===== src/rtl/pipeline_pkg.sv =====
// Purpose: shared pipeline types for the RV32IM core: redirect FSM encoding, PC width, NOP word.
// Latency: n/a (types and constants only).
// Backpressure: n/a.
package pipeline_pkg;

   // Redirect sequencer states; encodings are relied on by debug tooling, keep them fixed.
   typedef enum logic [1:0] {
      IDLE    = 2'd0,
      PENDING = 2'd1,
      SQUASH  = 2'd2
   } redir_state_t;

   localparam int DEFAULT_ADDR_W = 32;

   // addi x0, x0, 0 -- the canonical RV32I NOP that flushed pipeline registers hold.
   localparam logic [31:0] NOP_INSN = 32'h0000_0013;

endpackage


===== src/rtl/pc_redirect_controller.sv =====
// Purpose: holds an EX-stage branch/jump redirect until IF accepts it, drives the PC mux and squashes wrong-path work.
// Latency: req sampled at edge N -> pc_sel/flushes high in cycle N+1; target fetched at the first edge with fetch_ready.
// Backpressure: fetch_ready low keeps PENDING (pc_sel, flushes, pc_target) held indefinitely; new reqs while busy are dropped.
//
// Ports:
//   CLK, RESET            clock and asynchronous active-high reset
//   ex_valid              EX holds a real, non-stalled instruction
//   PCAddressController   EX decision: take TargetedAddress
//   TargetedAddress       redirect target from EX
//   fetch_ready           IF accepts a new PC at this edge
//   pc_sel                PC mux selects pc_target
//   pc_target             latched redirect target
//   flush_ifid/flush_idex clear the pipeline register to NOP at the next edge
//   busy                  sequencer not idle
//   misalign              one-cycle pulse for a rejected target with [1:0] != 0
//   redirect_count        redirects accepted by IF, wraps silently
module pc_redirect_controller
   import pipeline_pkg::*;
#(
   parameter int ADDR_W        = DEFAULT_ADDR_W,
   parameter int SQUASH_CYCLES = 2,
   parameter int CNT_W         = 16
)(
   input  logic              CLK,
   input  logic              RESET,
   input  logic              ex_valid,
   input  logic              PCAddressController,
   input  logic [ADDR_W-1:0] TargetedAddress,
   input  logic              fetch_ready,
   output logic              pc_sel,
   output logic [ADDR_W-1:0] pc_target,
   output logic              flush_ifid,
   output logic              flush_idex,
   output logic              busy,
   output logic              misalign,
   output logic [CNT_W-1:0]  redirect_count
);

   // $clog2(1) is 0, so a zero-length squash still gets a 1-bit counter.
   localparam int SQ_W = (SQUASH_CYCLES > 0) ? $clog2(SQUASH_CYCLES + 1) : 1;
   // The counter runs load..0 inclusive, so loading N-1 gives exactly N squash cycles.
   localparam logic [SQ_W-1:0] SQ_LOAD = (SQUASH_CYCLES > 0) ? SQ_W'(SQUASH_CYCLES - 1) : '0;

   redir_state_t      state_q, state_nxt;
   logic [ADDR_W-1:0] target_q, target_nxt;
   logic [SQ_W-1:0]   sq_cnt_q, sq_cnt_nxt;
   logic              mis_q, mis_nxt;
   logic [CNT_W-1:0]  cnt_q, cnt_nxt;

   logic req;
   logic aligned;

   assign req     = ex_valid & PCAddressController;
   assign aligned = (TargetedAddress[1:0] == 2'b00);

   always_ff @(posedge CLK or posedge RESET) begin
      if (RESET) begin
         state_q  <= IDLE;
         target_q <= '0;
         sq_cnt_q <= '0;
         mis_q    <= 1'b0;
         cnt_q    <= '0;
      end else begin
         state_q  <= state_nxt;
         target_q <= target_nxt;
         sq_cnt_q <= sq_cnt_nxt;
         mis_q    <= mis_nxt;
         cnt_q    <= cnt_nxt;
      end
   end

   always_comb begin
      state_nxt  = state_q;
      target_nxt = target_q;
      sq_cnt_nxt = sq_cnt_q;
      mis_nxt    = 1'b0;
      cnt_nxt    = cnt_q;

      case (state_q)
         IDLE: begin
            if (req) begin
               if (aligned) begin
                  target_nxt = TargetedAddress;
                  state_nxt  = PENDING;
               end else begin
                  mis_nxt = 1'b1;
               end
            end
         end
         // Any req seen while PENDING or SQUASH comes from the wrong path and is dropped.
         PENDING: begin
            if (fetch_ready) begin
               cnt_nxt = cnt_q + 1'b1;
               if (SQUASH_CYCLES == 0) begin
                  state_nxt = IDLE;
               end else begin
                  sq_cnt_nxt = SQ_LOAD;
                  state_nxt  = SQUASH;
               end
            end
         end
         SQUASH: begin
            if (sq_cnt_q == '0) begin
               state_nxt = IDLE;
            end else begin
               sq_cnt_nxt = sq_cnt_q - 1'b1;
            end
         end
         default: begin
            state_nxt = IDLE;
         end
      endcase
   end

   // Moore decode only: no input reaches an output without passing a flop.
   assign pc_sel         = (state_q == PENDING);
   assign flush_idex     = (state_q == PENDING);
   assign flush_ifid     = (state_q == PENDING) || (state_q == SQUASH);
   assign busy           = (state_q != IDLE);
   assign pc_target      = target_q;
   assign misalign       = mis_q;
   assign redirect_count = cnt_q;

endmodule

===== config.mk =====
export PLATFORM = sky130hd
export DESIGN_NAME = pc_redirect_controller
export DESIGN_NICKNAME = d
export VERILOG_FILES = /design/src/rtl/pipeline_pkg.sv /design/src/rtl/pc_redirect_controller.sv
export SDC_FILE = /design/constraint.sdc
export NUM_CORES = 1
export LEC_CHECK = 0
export ABC_AREA = 1
export CORE_MARGIN = 10
export CORE_UTILIZATION = 47
export CTS_CLUSTER_SIZE = 30
export DETAILED_ROUTE_END_ITERATION = 10
export PLACE_DENSITY = 0.85
export SLEW_MARGIN = 0
export SYNTH_ARGS = -nofsm -noshare
export SYNTH_HDL_FRONTEND = slang
export SYNTH_SLANG_ARGS = --single-unit

===== constraint.sdc =====
create_clock -name CLK -period 4.35 [get_ports CLK]
set_input_delay 0.87 -clock CLK [delete_from_list [all_inputs] [get_ports CLK]]
set_output_delay 0.87 -clock CLK [all_outputs]
set_load 0.01 [all_outputs]

==> results_dict.tcl <==
set metrics [dict create \
    drt_iter0_drc 124 \
    synthSimpleGateAreaFrac 0.276 \
    hold_path_class "reg2reg" \
    clkSlewWorstSetupHoldPaths_ns 0.10 \
    final_min_period_ns 2.53 \
    finalSetupViolCount 0 \
    cp_data_required_time_ns 3.48 \
    design.core.area_sq_um 4790 \
    worst_path_dominant_cell_family "buffers and inverters" \
    final_skew_ns 0.00504 \
    timing.reg2reg.worst_path_depth 7 \
    fin_nets 409 \
    ctsResizeCount 0 \
    hold_ws_ns 0.474 \
    die_width_microns 90.8 \
    fp-row-count 25 \
    nets_in_the_synthesized_netlist 319 \
    die_area_sq_um 8240 \
    regArea_sq_um 1330 \
    synth_cell_types 19 \
    ys_warns 0 \
    post_synth_main_area_contributors "dfrtp_1, nand2_1, inv_1" \
    cp_data_arrival_time_ns 1.66 \
    instance_area_at_placement_sq_um 3280 \
    drt-pass1-iter-count 4 \
    critPathMaxStageDelay_ns 0.57 \
    largest_family_of_logic_cells_by_synthesized_area "simple AND/OR/NAND/NOR gates" \
    ys_seq_area_frac 0.564 \
    ctsLongestPathBuffers 2 \
    end_kind "output port" \
    synth-compound-area-share 0.0128 \
    initial_antenna_violation_count 0 \
    clk_root_buffer_cell "clkbuf_8" \
    post_cts_hold_buffer_count 0 \
    power_per_cell_area_nw_per_um2 579 \
    leakagePower_nw 1.67 \
    vertical_die_dimension_microns 90.8 \
    postLayoutCellArea_sq_um 3370 \
    post_cts_buffers 0 \
    yosysTopAreaCellShare 0.564 \
    synthDominantAreaCellType "dfrtp_1" \
    cp_num_cells 3 \
    max_freq_mhz 395 \
    port_buffers 89 \
    cp_num_buf_inv 2 \
    detail_route.drc_violations 0 \
    synth.mux.area_fraction 0 \
    detailedPlacementHpwl_microns 4630 \
    timing.hold.worst_path_depth 1 \
    area.growth.synth_to_final_pct 43.2 \
    ys_seq_elements 53 \
    viasPerCell 4.58 \
    synth-edff-count 0 \
    wl_per_cell_microns 13.7 \
    synth_xor_area_frac 0.0409 \
    clk_latency_ns 0.31 \
    gr-usage-all-layers 0.145 \
    cts_tree "done" \
    grt_start_max_net_pins 54 \
    fill_cells 393 \
    worstPathMaxFanout 4 \
    routed-via-count 1984 \
    slew_at_the_pin_with_the_worst_max_slew_slack_ns 1.06 \
    finalHoldViolCount 0 \
    drive_above_1_share 0.0410 \
    synth.most_common_cell "nand2_1" \
    ir_worst_vdd_mv 0.366 \
    mean_syn_cell_area_sq_um 8.56 \
    run_status "completed" \
    synth_area_sq_um 2350 \
    final.period_utilization 0.582 \
    grt_pass1_wl_microns 9850 \
    htree_num_levels 2 \
    ios 90 \
    grt_setup_unrepaired "false" \
    grt_remaining_overflow 0 \
    critical_path.cell_chain "inv_1 > ha_1 > clkdlybuf4s50_1" \
    antenna_cells_inserted 0 \
    wl_microns 5950 \
    worst_slew_margin_rel 0.291 \
    drt.antenna.violating_nets 0 \
    asyncSetResetFlopFracSynth 1.00 \
    maxCapViolations 0 \
    postSynth.topFlopCell "dfrtp_1" \
    final.setup.tns_ns 0 \
    synth_top_cells_by_count "nand2_1, dfrtp_1, inv_1, nor2_1, nand3_1" \
    slew_viol_final 0 \
    start_kind "flip-flop" \
    multi_input_area_sq_um 865 \
    tritoncts_buffer_count 5 \
    worstSetupPathType "reg2out" \
    synthAdderAreaFrac 0.0372 \
    first_global_vias 1965 \
    clkSinkCount 53 \
    floorplan.initialDensity 0.492 \
    post_synthesis_instance_total 275 \
    weighted_congestion_at_the_end_of_routability_driven_global_placement 0.808 \
    critical-path-slowest-cell "clkdlybuf4s50_1" \
]
-- state kept, by name (all words and copies together), names as in the netlist --
| register | count |
|---|---|
| state_q | 2 |
| pc_target | 32 |
| sq_cnt_q | 2 |
| misalign | 1 |
| redirect_count | 16 |
-- final cells by class --
type / instances / area share
Clock buffer: 5 / 0.0204
Tap cell: 67 / 0.0249
Inverter: 28 / 0.0316
Multi-Input combinational cell: 187 / 0.257
Clock inverter: 3 / 0.00631
Timing Repair Buffer: 90 / 0.267
Sequential cell: 53 / 0.394
-- cell usage in the layout, fill, tap and decap left out, drive strengths merged, types with 5 or more instances in the layout --
master and n:
nand2 128, o21ai 6, inv 28, ha 7, nor2 20, nand3 9, clkdlybuf4s50 89, clkbuf 5
dfrtp 53, xor2 7
-- kinds of logic (layout without fill, tap and decap cells) --
logic type	after synthesis	count (layout)
AO/OA/AOI/OAI	6	6
buffers and inverters	35	126
XOR/XNOR	11	11
adder cells (fa/ha/maj)	7	7
flip-flops	53	53
AND/OR/NAND/NOR	163	163
-- power breakdown --
group | leakage, nW | internal (mW) | switching [mW] | total [mW]
Clock | 0.0445 | 0.114 | 0.166 | 0.281
Combinational | 0.946 | 0.480 | 0.384 | 0.864
Sequential | 0.678 | 0.683 | 0.123 | 0.806
Total | 1.67 | 1.28 | 0.674 | 1.95
-- per-layer routing --
| layer | vias up | track usage | wire [microns] |
|---|---|---|---|
| li1 | 1001 | - | - |
| met4 | 0 | 0.0438 | 92 |
| met5 | - | 0 | 0 |
| met1 | 921 | 0.163 | 2370 |
| met2 | 56 | 0.261 | 3180 |
| met3 | 6 | 0.0374 | 309 |
-- stage by stage --
step / std cells / setup WS [ns] / utilization / power (mW)
detailed placement: 425 / 1.70 / 0.685 / 1.69
global placement: 425 / 1.75 / 0.685 / 1.67
floorplan: 275 / 2.19 / - / 1.18
global route: 433 / 1.71 / 0.704 / 2.10
finish: 433 / 1.82 / 0.704 / 1.95
CTS: 433 / 1.80 / 0.704 / 1.98
-- final timing paths --
check	startpoint	to	slack, ns
min reg2reg	sq_cnt_q[0]$_DFFE_PP0P_	sq_cnt_q[0]$_DFFE_PP0P_	0.47
min in group asynchronous	RESET	sq_cnt_q[1]$_DFFE_PP0P_	1.14
min	sq_cnt_q[0]$_DFFE_PP0P_	sq_cnt_q[0]$_DFFE_PP0P_	0.47
max reg2reg	state_q[0]$_DFFE_PP0P_	pc_target[16]$_DFFE_PP0P_	2.43
max in group asynchronous	RESET	redirect_count[10]$_DFFE_PP0P_	2.56
max	state_q[1]$_DFFE_PP0P_	pc_sel	1.82
(Power assumes the default switching activity.)
==> edit: new RTL, same settings <==
`DEFAULT_ADDR_W`: 32 -> 48.
--- a/src/rtl/pipeline_pkg.sv
+++ b/src/rtl/pipeline_pkg.sv
@@ -10,7 +10,7 @@
       SQUASH  = 2'd2
    } redir_state_t;
 
-   localparam int DEFAULT_ADDR_W = 32;
+   localparam int DEFAULT_ADDR_W = 48;
 
    // addi x0, x0, 0 -- the canonical RV32I NOP that flushed pipeline registers hold.
    localparam logic [31:0] NOP_INSN = 32'h0000_0013;
Interface: changed (resized TargetedAddress and pc_target); port bits go from 90 to 122. The function was not compared with the original's and may differ.
==> edit against the unedited design <==
  * Setup slack got worse by 0.10 ns
  * Sequential cell count increased by 16
  * Power increased by 46%
  * Largest power group unchanged
  * Design area increased by 33%
  * Count of clock-buffer cells in the layout increased by 8
  * Routed wire length increased by 33%
  * Clock skew increased by 0.0061 ns
  * Critical path type unchanged
  * Combinational power increased by 34%
  * Global-route usage increased by 1.4 points
  * Sequential power increased by 33%
  * Area after synthesis increased by 28%
==> edit: results (changes against the unedited design) <==
| Metric | Value |
|---|---|
| Clock transition at path regs | 0.08 ns (was 0.10 ns) |
| Worst-Margin Slew | 0.861 ns (was 1.06 ns) |
| Max reg flops | 48 (was 32) |
| Initial antenna violation count | 0 (unchanged) |
| Buffers on Ports | 121 (was 89) |
| Routed len/inst | 14.4 um (was 13.7 um) |
| Clk buf depth | 2 (unchanged) |
| LEAKAGE | 2.26 nW (was 1.67 nW) |
| Mux contribution to synthesized area | 0% (unchanged) |
| Post-Synth XOR/XNOR Area | 3.20% (was 4.09%) |
| Main synth FF type | dfrtp_1 (unchanged) |
| First-pass GRT wire length | 12.9 mm (was 9.85 mm) |
| Synth Instances | 344 (was 275) |
| Final antenna diode count | 0 (unchanged) |
| Status | completed (unchanged) |
| Later-pin clock latency in the skew report | 0.33 ns (was 0.31 ns) |
| Post-CTS setup buffer count | 0 (unchanged) |
| # resized after CTS | 0 (unchanged) |
| Ratio of cells with drive above 1 in the final layout | 7.19% (was 4.10%) |
| DR iter-0 viols | 67 (was 124) |
| Total CTS buffers | 9 (was 5) |
| Fillers | 484 (was 393) |
| First-pass DRT Iterations | 7 (was 4) |
| Syn Nets | 404 (was 319) |
| CTS HTree Levels | 3 (was 2) |
| Async set-reset flop share out of synthesis | 100% (unchanged) |
| GR Util All Layers | 15.9% (was 14.5%) |
| Sw frac | 31.7% (was 34.5%) |
| Post-synth top cells | nand2_1 (164), dfrtp_1 (69), inv_1 (30), nor2_1 (20), nand2_2 (11) (was nand2_1 (126), dfrtp_1 (53), inv_1 (27), nor2_1 (19), nand3_1 (9)) |
| Synth warn | 0 (unchanged) |
| Max rail drop VDD | 0.401 mV (was 0.366 mV) |
| Dpl hpwl | 5.97 mm (was 4.63 mm) |
| Routed WL | 7.91 mm (was 5.95 mm) |
| Largest net degree at the start of global routing | 49 (was 54) |
| Post-placement cell area | 4230 sq um (was 3280 sq um) |
| Hold Path Class | flop to flop (unchanged) |
| Max Fanout on Critical Path | 5 (was 4) |
| Vias per cell | 4.67 (was 4.58) |
| Synth area leaders | dfrtp_1 (57%), nand2_1 (20%), inv_1 (3.7%), ha_1 (2.9%), nor2_1 (2.5%) (was dfrtp_1 (56%), nand2_1 (20%), inv_1 (4.3%), ha_1 (3.7%), nor2_1 (3.0%)) |
| Worst Path Arrival | 1.76 ns (was 1.66 ns) |
| Compound-cell area share of the yosys netlist | 1.46% (was 1.28%) |
| Vias in the first global route | 2641 (was 1965) |
| CTS root buf | clkbuf_8 (unchanged) |
| Clock skew | 0.0111 ns (was 0.00504 ns) |
| Sequential area share after synthesis | 57.4% (was 56.4%) |
| Adder-cell area share of the yosys netlist | 2.91% (was 3.72%) |
| Gpl congestion | 0.816 (was 0.808) |
| Yosys cell types | 22 (was 19) |
| Placed Instances | 534 (was 425) |
==> edit: cells by family (layout without fill, tap and decap cells) <==
logic type	after synthesis	count (layout)
buffers and inverters	42	171
flip-flops	69	69
AND/OR/NAND/NOR	207	207
adder cells (fa/ha/maj)	7	7
XOR/XNOR	11	11
AO/OA/AOI/OAI	8	8
==> edit: final cells by class <==
| class | instances | area share (%) |
|---|---|---|
| Sequential cell | 69 | 38.6 |
| Timing Repair Buffer | 124 | 27.6 |
| Inverter | 31 | 2.60 |
| Clock buffer | 13 | 4.00 |
| Multi-Input combinational cell | 233 | 23.5 |
| Clock inverter | 3 | 1.46 |
| Tap cell | 77 | 2.16 |
==> edit: per-layer routing <==
metal  GRT usage [%]  vias to the layer above  wire length [um]
li1                -                     1275                 -
met1            17.9                     1202              3280
met2            26.7                       85              3890
met3            6.73                        9               668
met4            5.11                        0                66
met5               0                        -                 0
==> edit: worst paths after layout <==
kind                          startpoint            end  slack [ns]  cells after the start
min in group asynchronous          RESET       misalign        0.93                      2
min                        pc_target[14]  pc_target[14]        0.48                      2
min reg2reg                pc_target[14]  pc_target[14]        0.48                      2
max in group asynchronous          RESET   pc_target[8]        2.70                      3
max                           state_q[1]     flush_idex        1.72                      3
max reg2reg                   state_q[1]   pc_target[7]        2.27                      7
==> edit: power groups by stage <==
| stage | registers (mW) | logic (mW) | clock network, mW |
|---|---|---|---|
| finish | 1.07 | 1.16 | 0.613 |
| global route | 1.11 | 1.28 | 0.654 |
| CTS | 1.07 | 1.19 | 0.623 |
| detailed placement | 1.08 | 1.18 | 0 |
| global placement | 1.07 | 1.15 | 0 |
| floorplan | 1.18 | 0.363 | 0 |
==> edit: stage by stage <==
step	util, %	worst slack (ns)
floorplan	-	1.74
global placement	67.3	1.44
detailed placement	67.3	1.39
CTS	71.2	1.70
global route	71.2	1.56
finish	71.2	1.72
==> edit: critical path, cell delays in order (launching register included) <==
cell and delay (ns):
dfrtp_1 0.41, inv_1 0.13, ha_1 0.30, clkdlybuf4s50_1 0.59
